$ cat config.mk
export PLATFORM = sky130hd
export DESIGN_NAME = debounce_multi_flat
export DESIGN_NICKNAME = d
export VERILOG_FILES = /design/src/rtl/debounce_multi_if.sv /design/src/rtl/debounce_multi.sv /design/src/flat_wrapper.sv
export SDC_FILE = /design/constraint.sdc
export NUM_CORES = 1
export LEC_CHECK = 0
export CORE_MARGIN = 4
export CORE_UTILIZATION = 43
export DETAILED_ROUTE_END_ITERATION = 10
export PLACE_DENSITY = 0.64
export SKIP_LAST_GASP = 1
export SYNTH_ARGS = -nofsm -noshare
export SYNTH_HDL_FRONTEND = slang
export SYNTH_SLANG_ARGS = --single-unit
$ cat constraint.sdc
create_clock -name clk -period 2.15 [get_ports clk]
set_clock_uncertainty 0.15 [all_clocks]
set_input_delay 0.43 -clock clk [delete_from_list [all_inputs] [get_ports clk]]
set_output_delay 0.43 -clock clk [all_outputs]
set_load 0.005 [all_outputs]
$ cat src/rtl/debounce_multi_if.sv
// Button-side bundle for debounce_multi: raw levels in, debounced levels, edge pulses and tick out.
interface debounce_multi_if #(
    parameter int unsigned N_CH = 4
);
    logic [N_CH-1:0] btn_in;
    logic [N_CH-1:0] key;
    logic [N_CH-1:0] key_rise;
    logic [N_CH-1:0] key_fall;
    logic [N_CH-1:0] long_press;
    logic            tick;

    modport master (
        output btn_in,
        input  key, key_rise, key_fall, long_press, tick
    );

    modport slave (
        input  btn_in,
        output key, key_rise, key_fall, long_press, tick
    );
endinterface

$ cat src/rtl/debounce_multi.sv
// N-channel tick-sampled button debouncer with press/release pulses.
// Optional long-press detector enabled by defining DEBOUNCE_LONG_PRESS_EN.
module debounce_multi #(
    parameter int unsigned N_CH         = 4,
    parameter int unsigned CLK_DIV      = 50000,
    parameter int unsigned STABLE_TICKS = 30,
    parameter int unsigned LONG_TICKS   = 1000
) (
    input  logic             clk,
    input  logic             rst,
    debounce_multi_if.slave  bus
);
    localparam int unsigned DIV_W = $clog2(CLK_DIV);
    localparam int unsigned CNT_W = $clog2(STABLE_TICKS + 1);

    if (N_CH < 1 || CLK_DIV < 2 || STABLE_TICKS < 2 || LONG_TICKS < 1) begin : g_bad_param
        $error("debounce_multi: parameter out of range");
    end

    logic [DIV_W-1:0]            div_cnt_q, div_cnt_d;
    logic                        tick_q, tick_d;
    logic [N_CH-1:0]             s0_q, s0_d, s1_q, s1_d;
    logic [N_CH-1:0][CNT_W-1:0]  cnt_q, cnt_d;
    logic [N_CH-1:0]             key_q, key_d;
    logic [N_CH-1:0]             rise_q, rise_d, fall_q, fall_d;

    // Shared sample strobe: one clk high after div_cnt reaches CLK_DIV-1
    always_comb begin
        tick_d    = (div_cnt_q == DIV_W'(CLK_DIV - 1));
        div_cnt_d = tick_d ? '0 : div_cnt_q + DIV_W'(1);
    end

    // Per-channel sampling, stability count and acceptance, only on tick cycles
    always_comb begin
        s0_d   = s0_q;
        s1_d   = s1_q;
        cnt_d  = cnt_q;
        key_d  = key_q;
        rise_d = '0;
        fall_d = '0;
        if (tick_q) begin
            s0_d = bus.btn_in;
            s1_d = s0_q;
            for (int i = 0; i < int'(N_CH); i++) begin
                if (s0_q[i] != s1_q[i]) begin
                    cnt_d[i] = '0;
                end else begin
                    if (cnt_q[i] < CNT_W'(STABLE_TICKS)) begin
                        cnt_d[i] = cnt_q[i] + CNT_W'(1);
                    end
                    if (cnt_q[i] == CNT_W'(STABLE_TICKS - 1) && s1_q[i] != key_q[i]) begin
                        key_d[i]  = s1_q[i];
                        rise_d[i] = s1_q[i];
                        fall_d[i] = ~s1_q[i];
                    end
                end
            end
        end
    end

    always_ff @(posedge clk or posedge rst) begin
        if (rst) begin
            div_cnt_q <= '0;
            tick_q    <= 1'b0;
            s0_q      <= '0;
            s1_q      <= '0;
            cnt_q     <= '0;
            key_q     <= '0;
            rise_q    <= '0;
            fall_q    <= '0;
        end else begin
            div_cnt_q <= div_cnt_d;
            tick_q    <= tick_d;
            s0_q      <= s0_d;
            s1_q      <= s1_d;
            cnt_q     <= cnt_d;
            key_q     <= key_d;
            rise_q    <= rise_d;
            fall_q    <= fall_d;
        end
    end

    assign bus.tick     = tick_q;
    assign bus.key      = key_q;
    assign bus.key_rise = rise_q;
    assign bus.key_fall = fall_q;

`ifdef DEBOUNCE_LONG_PRESS_EN
    localparam int unsigned HOLD_W = $clog2(LONG_TICKS + 1);

    logic [N_CH-1:0][HOLD_W-1:0] hold_q, hold_d;
    logic [N_CH-1:0]             lp_q, lp_d;

    // Hold counter runs only while the debounced key is high; pulse once on reaching LONG_TICKS
    always_comb begin
        hold_d = hold_q;
        lp_d   = '0;
        for (int i = 0; i < int'(N_CH); i++) begin
            if (!key_q[i]) begin
                hold_d[i] = '0;
            end else if (tick_q && hold_q[i] < HOLD_W'(LONG_TICKS)) begin
                hold_d[i] = hold_q[i] + HOLD_W'(1);
                lp_d[i]   = (hold_q[i] == HOLD_W'(LONG_TICKS - 1));
            end
        end
    end

    always_ff @(posedge clk or posedge rst) begin
        if (rst) begin
            hold_q <= '0;
            lp_q   <= '0;
        end else begin
            hold_q <= hold_d;
            lp_q   <= lp_d;
        end
    end

    assign bus.long_press = lp_q;
`else
    assign bus.long_press = '0;
`endif

endmodule

$ cat src/flat_wrapper.sv
// flat-port wrapper written by rule: the top's interface ports become plain ports
module debounce_multi_flat 
#(
    parameter int unsigned N_CH         = 4,
    parameter int unsigned CLK_DIV      = 50000,
    parameter int unsigned STABLE_TICKS = 30,
    parameter int unsigned LONG_TICKS   = 1000
)
  (clk, rst, bus_btn_in, bus_key, bus_key_rise, bus_key_fall, bus_long_press, bus_tick);
  debounce_multi_if #(.N_CH(N_CH)) bus_i ();
  input  logic clk;
  input  logic rst;
  input wire logic [$bits(bus_i.btn_in)-1:0] bus_btn_in;
  output wire logic [$bits(bus_i.key)-1:0] bus_key;
  output wire logic [$bits(bus_i.key_rise)-1:0] bus_key_rise;
  output wire logic [$bits(bus_i.key_fall)-1:0] bus_key_fall;
  output wire logic [$bits(bus_i.long_press)-1:0] bus_long_press;
  output wire logic [$bits(bus_i.tick)-1:0] bus_tick;
  assign bus_i.btn_in = bus_btn_in;
  assign bus_key = bus_i.key;
  assign bus_key_rise = bus_i.key_rise;
  assign bus_key_fall = bus_i.key_fall;
  assign bus_long_press = bus_i.long_press;
  assign bus_tick = bus_i.tick;
  debounce_multi #(.N_CH(N_CH), .CLK_DIV(CLK_DIV), .STABLE_TICKS(STABLE_TICKS), .LONG_TICKS(LONG_TICKS)) u_core (.clk(clk), .rst(rst), .bus(bus_i));
endmodule
==> qor_table.md <==
| Group | Result | Value |
| --- | --- | --- |
| final layout | Filler cell count | 524 |
| final layout | NumNets Final | 296 |
| critical path | R2R setup slack | 350 ps |
| sta | Post-route worst setup slack | 303 ps |
| place | Placed cell count | 345 |
| clock tree | Setup Fix Bufs, Post-CTS | 0 |
| worst hold path | Classification of the worst-slack hold path | in2async |
| place | Port Buf Inserts | 18 |
| status | Outcome | complete, no violations |
| sta | Final count of hold timing violations | 0 |
| synthesis | Post-synth EDFFs | 0 |
| clock tree | Cell at the root of the clock tree | sky130_fd_sc_hd__clkbuf_8 |
| global route | Antenna violations before repair | 0 |
| floorplan | Vertical extent of the die | 87.7 µm |
| job | Max capacitance violation total | 0 |
| critical path | Worst path top cell family by delay | buffers and inverters |
| synthesis | Library cell with the largest summed area after synthesis | sky130_fd_sc_hd__dfrtp_1 |
| clock tree | CTS HTree Levels | 3 |
| floorplan | Die width | 87.7 µm |
| sta | Max Freq | 541 MHz |
| sta | Setup TNS Final | 0 ps |
| clock tree | Number of sinks driven by the clock tree | 57 |
| critical path | Worst-path maximum fanout | 2 |
| global route | First-pass GRT wire length | 8.41 mm |
| power and ir drop | Int Power | 1.64 mW |
| final layout | Layout-stage area growth over the synthesis result | 17.4% |
| critical path | Logic depth of the worst setup path including buffers | 1 |
| drt | Number of detailed-routing iterations run before antenna repair | 4 |
| synthesis | Leading post-synthesis cells by cell area | sky130_fd_sc_hd__dfrtp_1 52%, sky130_fd_sc_hd__ha_1 4.1%, sky130_fd_sc_hd__a21oi_1 3.7%, sky130_fd_sc_hd__xnor2_1 3.5%, sky130_fd_sc_hd__mux2_2 3.3% |
| critical path | CP Buf/Inv Count | 1 |
| critical path | Cell depth of the worst flop-to-flop path | 4 |
| critical path | Worst endpoint required time | 1570 ps |
| floorplan | Starting density of the core | 0.453 |
| critical path | Element type at the critical path end | output pin |
| clock tree | Number of CTS-inserted buffers | 9 |
| drt | Wire per inst | 13.1 µm |
| global route | Total global-route track usage | 0.139 |
| global route | Aggregate global routing overflow | 0 |
| synthesis | Most frequent cells after synthesis | 57 x sky130_fd_sc_hd__dfrtp_1, 20 x sky130_fd_sc_hd__a21oi_1, 18 x sky130_fd_sc_hd__nand2_1, 17 x sky130_fd_sc_hd__o21ai_0 |
| synthesis | Asr flop ratio synth | 1.00 |
| synthesis | Most frequently used flop master after synthesis | sky130_fd_sc_hd__dfrtp_1 |
| synthesis | Post-synth design cell area | 0.00273 mm² |
| critical path | Crit path max-delay cell type | sky130_fd_sc_hd__clkdlybuf4s50_1 |
| clock tree | Post-cts hold buffer count | 0 |
| power and ir drop | Largest voltage drop on the vdd net | 0.356 mV |
| global route | Number of global-route vias before repair | 1902 |
| clock tree | Clock transition at the registers of the reported paths | 70 ps |
| floorplan | I/O pin cnt | 23 |
| final layout | Final std cell area, no fill | 0.00321 mm² |
| power and ir drop | Sequential share of power | 0.512 |
| power and ir drop | Logic gate share of total power | 0.017 |
| sta | Worst hold slack | 308 ps |
| clock tree | Clock insertion delay at the later pin of the skew report | 330 ps |
| power and ir drop | Clock network fraction of total power | 0.472 |
| final layout | Count of placed standard cells in the final layout, fillers left out | 361 |
| drt | Drt first-iter violations | 122 |
| global route | Largest net degree at the start of global routing | 58 |
| clock tree | Maximum clock path buffer count | 2 |
| drt | Via-to-Cell Ratio | 5.34 |
| sta | Crit path time final | 1850 ps |
| place | Total half-perimeter wirelength after legalization and detailed placement | 3.05 mm |
| place | Place WS | 369 ps |
| critical path | Category of the critical setup timing path | reg2out |
| floorplan | Core footprint | 0.00603 mm² |
| clock tree | Count of instances resized after the clock tree is built | 0 |
| synthesis | Dominant cell by count in the synthesized netlist | sky130_fd_sc_hd__dfrtp_1 |
| place | Weighted congestion at the end of routability-driven global placement | 0.828 |
| final layout | Ratio of cells with drive above 1 in the final layout | 0.119 |
| final layout | Final antenna diode count | 0 |
| power and ir drop | Total power per unit cell area | 654 mW/mm² |
| critical path | Critical-path cell list | clkdlybuf4s50_1 |
| synthesis | Synth unique cells | 35 |
| place | Cell Area, Placed | 0.00301 mm² |
| sta | Setup repair after global routing missed its margin | false |
| power and ir drop | Switching power total | 454 µW |
| sta | Count of final setup violators | 0 |
| floorplan | Die outline area | 0.00769 mm² |
| synthesis | Seq cells post-synth | 57 |
| power and ir drop | Static leakage power | 1.44 nW |
| synthesis | Cell count after synthesis | 257 |
| floorplan | Row count | 28 |
| synthesis | Mean instance size in the synthesized netlist | 10.6 µm² |
| power and ir drop | Switching share of power | 0.217 |
| synthesis | Portion of the post-synthesis area used by sequential elements | 0.522 |
| drt | Routed wire length | 4.72 mm |
| critical path | Stage delay of the slowest cell on the critical path | 530 ps |
| critical path | CP arrival | 1270 ps |
| sta | Final worst-path cycle share | 0.859 |
| synthesis | Yosys warning total | 0 |
| critical path | Type of origin of the critical path | flop |
| clock tree | CTS tree | done |
| sta | Number of max-slew violations in the final report | 0 |
| drt | Post-route DRC violation count | 0 |
| drt | Remaining number of nets flagged by the antenna check after routing | 0 |
| drt | Vias after detailed routing | 1929 |
| synthesis | Area fraction of the dominant cell type after synthesis | 0.522 |
[worst paths after layout]
path / start / end
max reg2reg: u_core.div_cnt_q[5] / u_core.div_cnt_q[6]
min reg2reg: u_core.div_cnt_q[0] / u_core.div_cnt_q[0]
min: rst / u_core.cnt_q[16]
min in group clk: u_core.div_cnt_q[0] / u_core.div_cnt_q[0]
max in group asynchronous: rst / u_core.div_cnt_q[2]
max: u_core.bus.tick / bus_tick
[layer usage]
metal	routed length, µm	GRT usage
met1	2240	0.177
met2	2220	0.222
met3	189	0.0452
met4	63	0.0516
met5	0	0
[power by group through the flow]
stage | combinational (mW) | clock, mW | sequential (mW)
floorplan | 0.0225 | 0 | 1.09
global placement | 0.0372 | 0 | 1.09
detailed placement | 0.0373 | 0 | 1.09
CTS | 0.0375 | 1.01 | 1.07
global route | 0.0416 | 1.07 | 1.07
finish | 0.0349 | 0.989 | 1.07
[cells in the final DEF (no fill, tap or decap), drive strengths merged, types with 4 or more instances in the layout]
cell type | Yosys | routed
nand2 | 18 | 18
nor4b | 4 | 4
conb | 1 | 4
a41oi | 7 | 7
nand3 | 13 | 13
clkdlybuf4s50 | 0 | 18
ha | 9 | 9
nor4bb | 4 | 4
xor2 | 8 | 8
clkbuf | 5 | 10
o211ai | 4 | 4
nor2 | 13 | 13
dfrtp | 57 | 57
nand4 | 6 | 6
a31o | 4 | 4
a21oi | 20 | 20
xnor2 | 11 | 11
o21ai | 17 | 17
o22ai | 4 | 4
inv | 9 | 9
mux2 | 8 | 8
and3 | 7 | 7
buf | 7 | 4
clkinv | 0 | 4
[cells by family after synthesis]
| family | share of synthesized area |
|---|---|
| flip-flops | 0.522 |
| AO/OA/AOI/OAI | 0.141 |
| multiplexers | 0.0330 |
| XOR/XNOR | 0.0609 |
| AND/OR/NAND/NOR | 0.166 |
| other | 0.00137 |
| buffers and inverters | 0.0344 |
| adder cells (fa/ha/maj) | 0.0412 |
[per-stage QoR]
stage	utilization	total power, mW
after floorplan	-	1.11
after global placement	0.500	1.13
after detailed placement	0.500	1.13
after CTS	0.532	2.12
after global routing	0.532	2.18
final	0.532	2.10
[final cells by class]
| class | instances | area (µm²) | share of cell area |
|---|---|---|---|
| clock buffers | 10 | 138 | 0.0429 |
| flip-flops and latches | 57 | 1430 | 0.445 |
| well taps | 75 | 93.8 | 0.0293 |
| repair buffers | 22 | 235 | 0.0734 |
| multi-input cells | 182 | 1220 | 0.381 |
| clock inverters | 6 | 57.6 | 0.0179 |
| inverters | 9 | 33.8 | 0.0105 |
[state kept, by name, indices dropped and copies added (netlist names)]
name,cells
u_core.bus.key,4
u_core.div_cnt_q,16
u_core.s1_q,4
u_core.bus.key_fall,4
u_core.s0_q,4
u_core.cnt_q,20
u_core.bus.key_rise,4
u_core.bus.tick,1
Note: power is estimated with default switching activity, not from simulation.
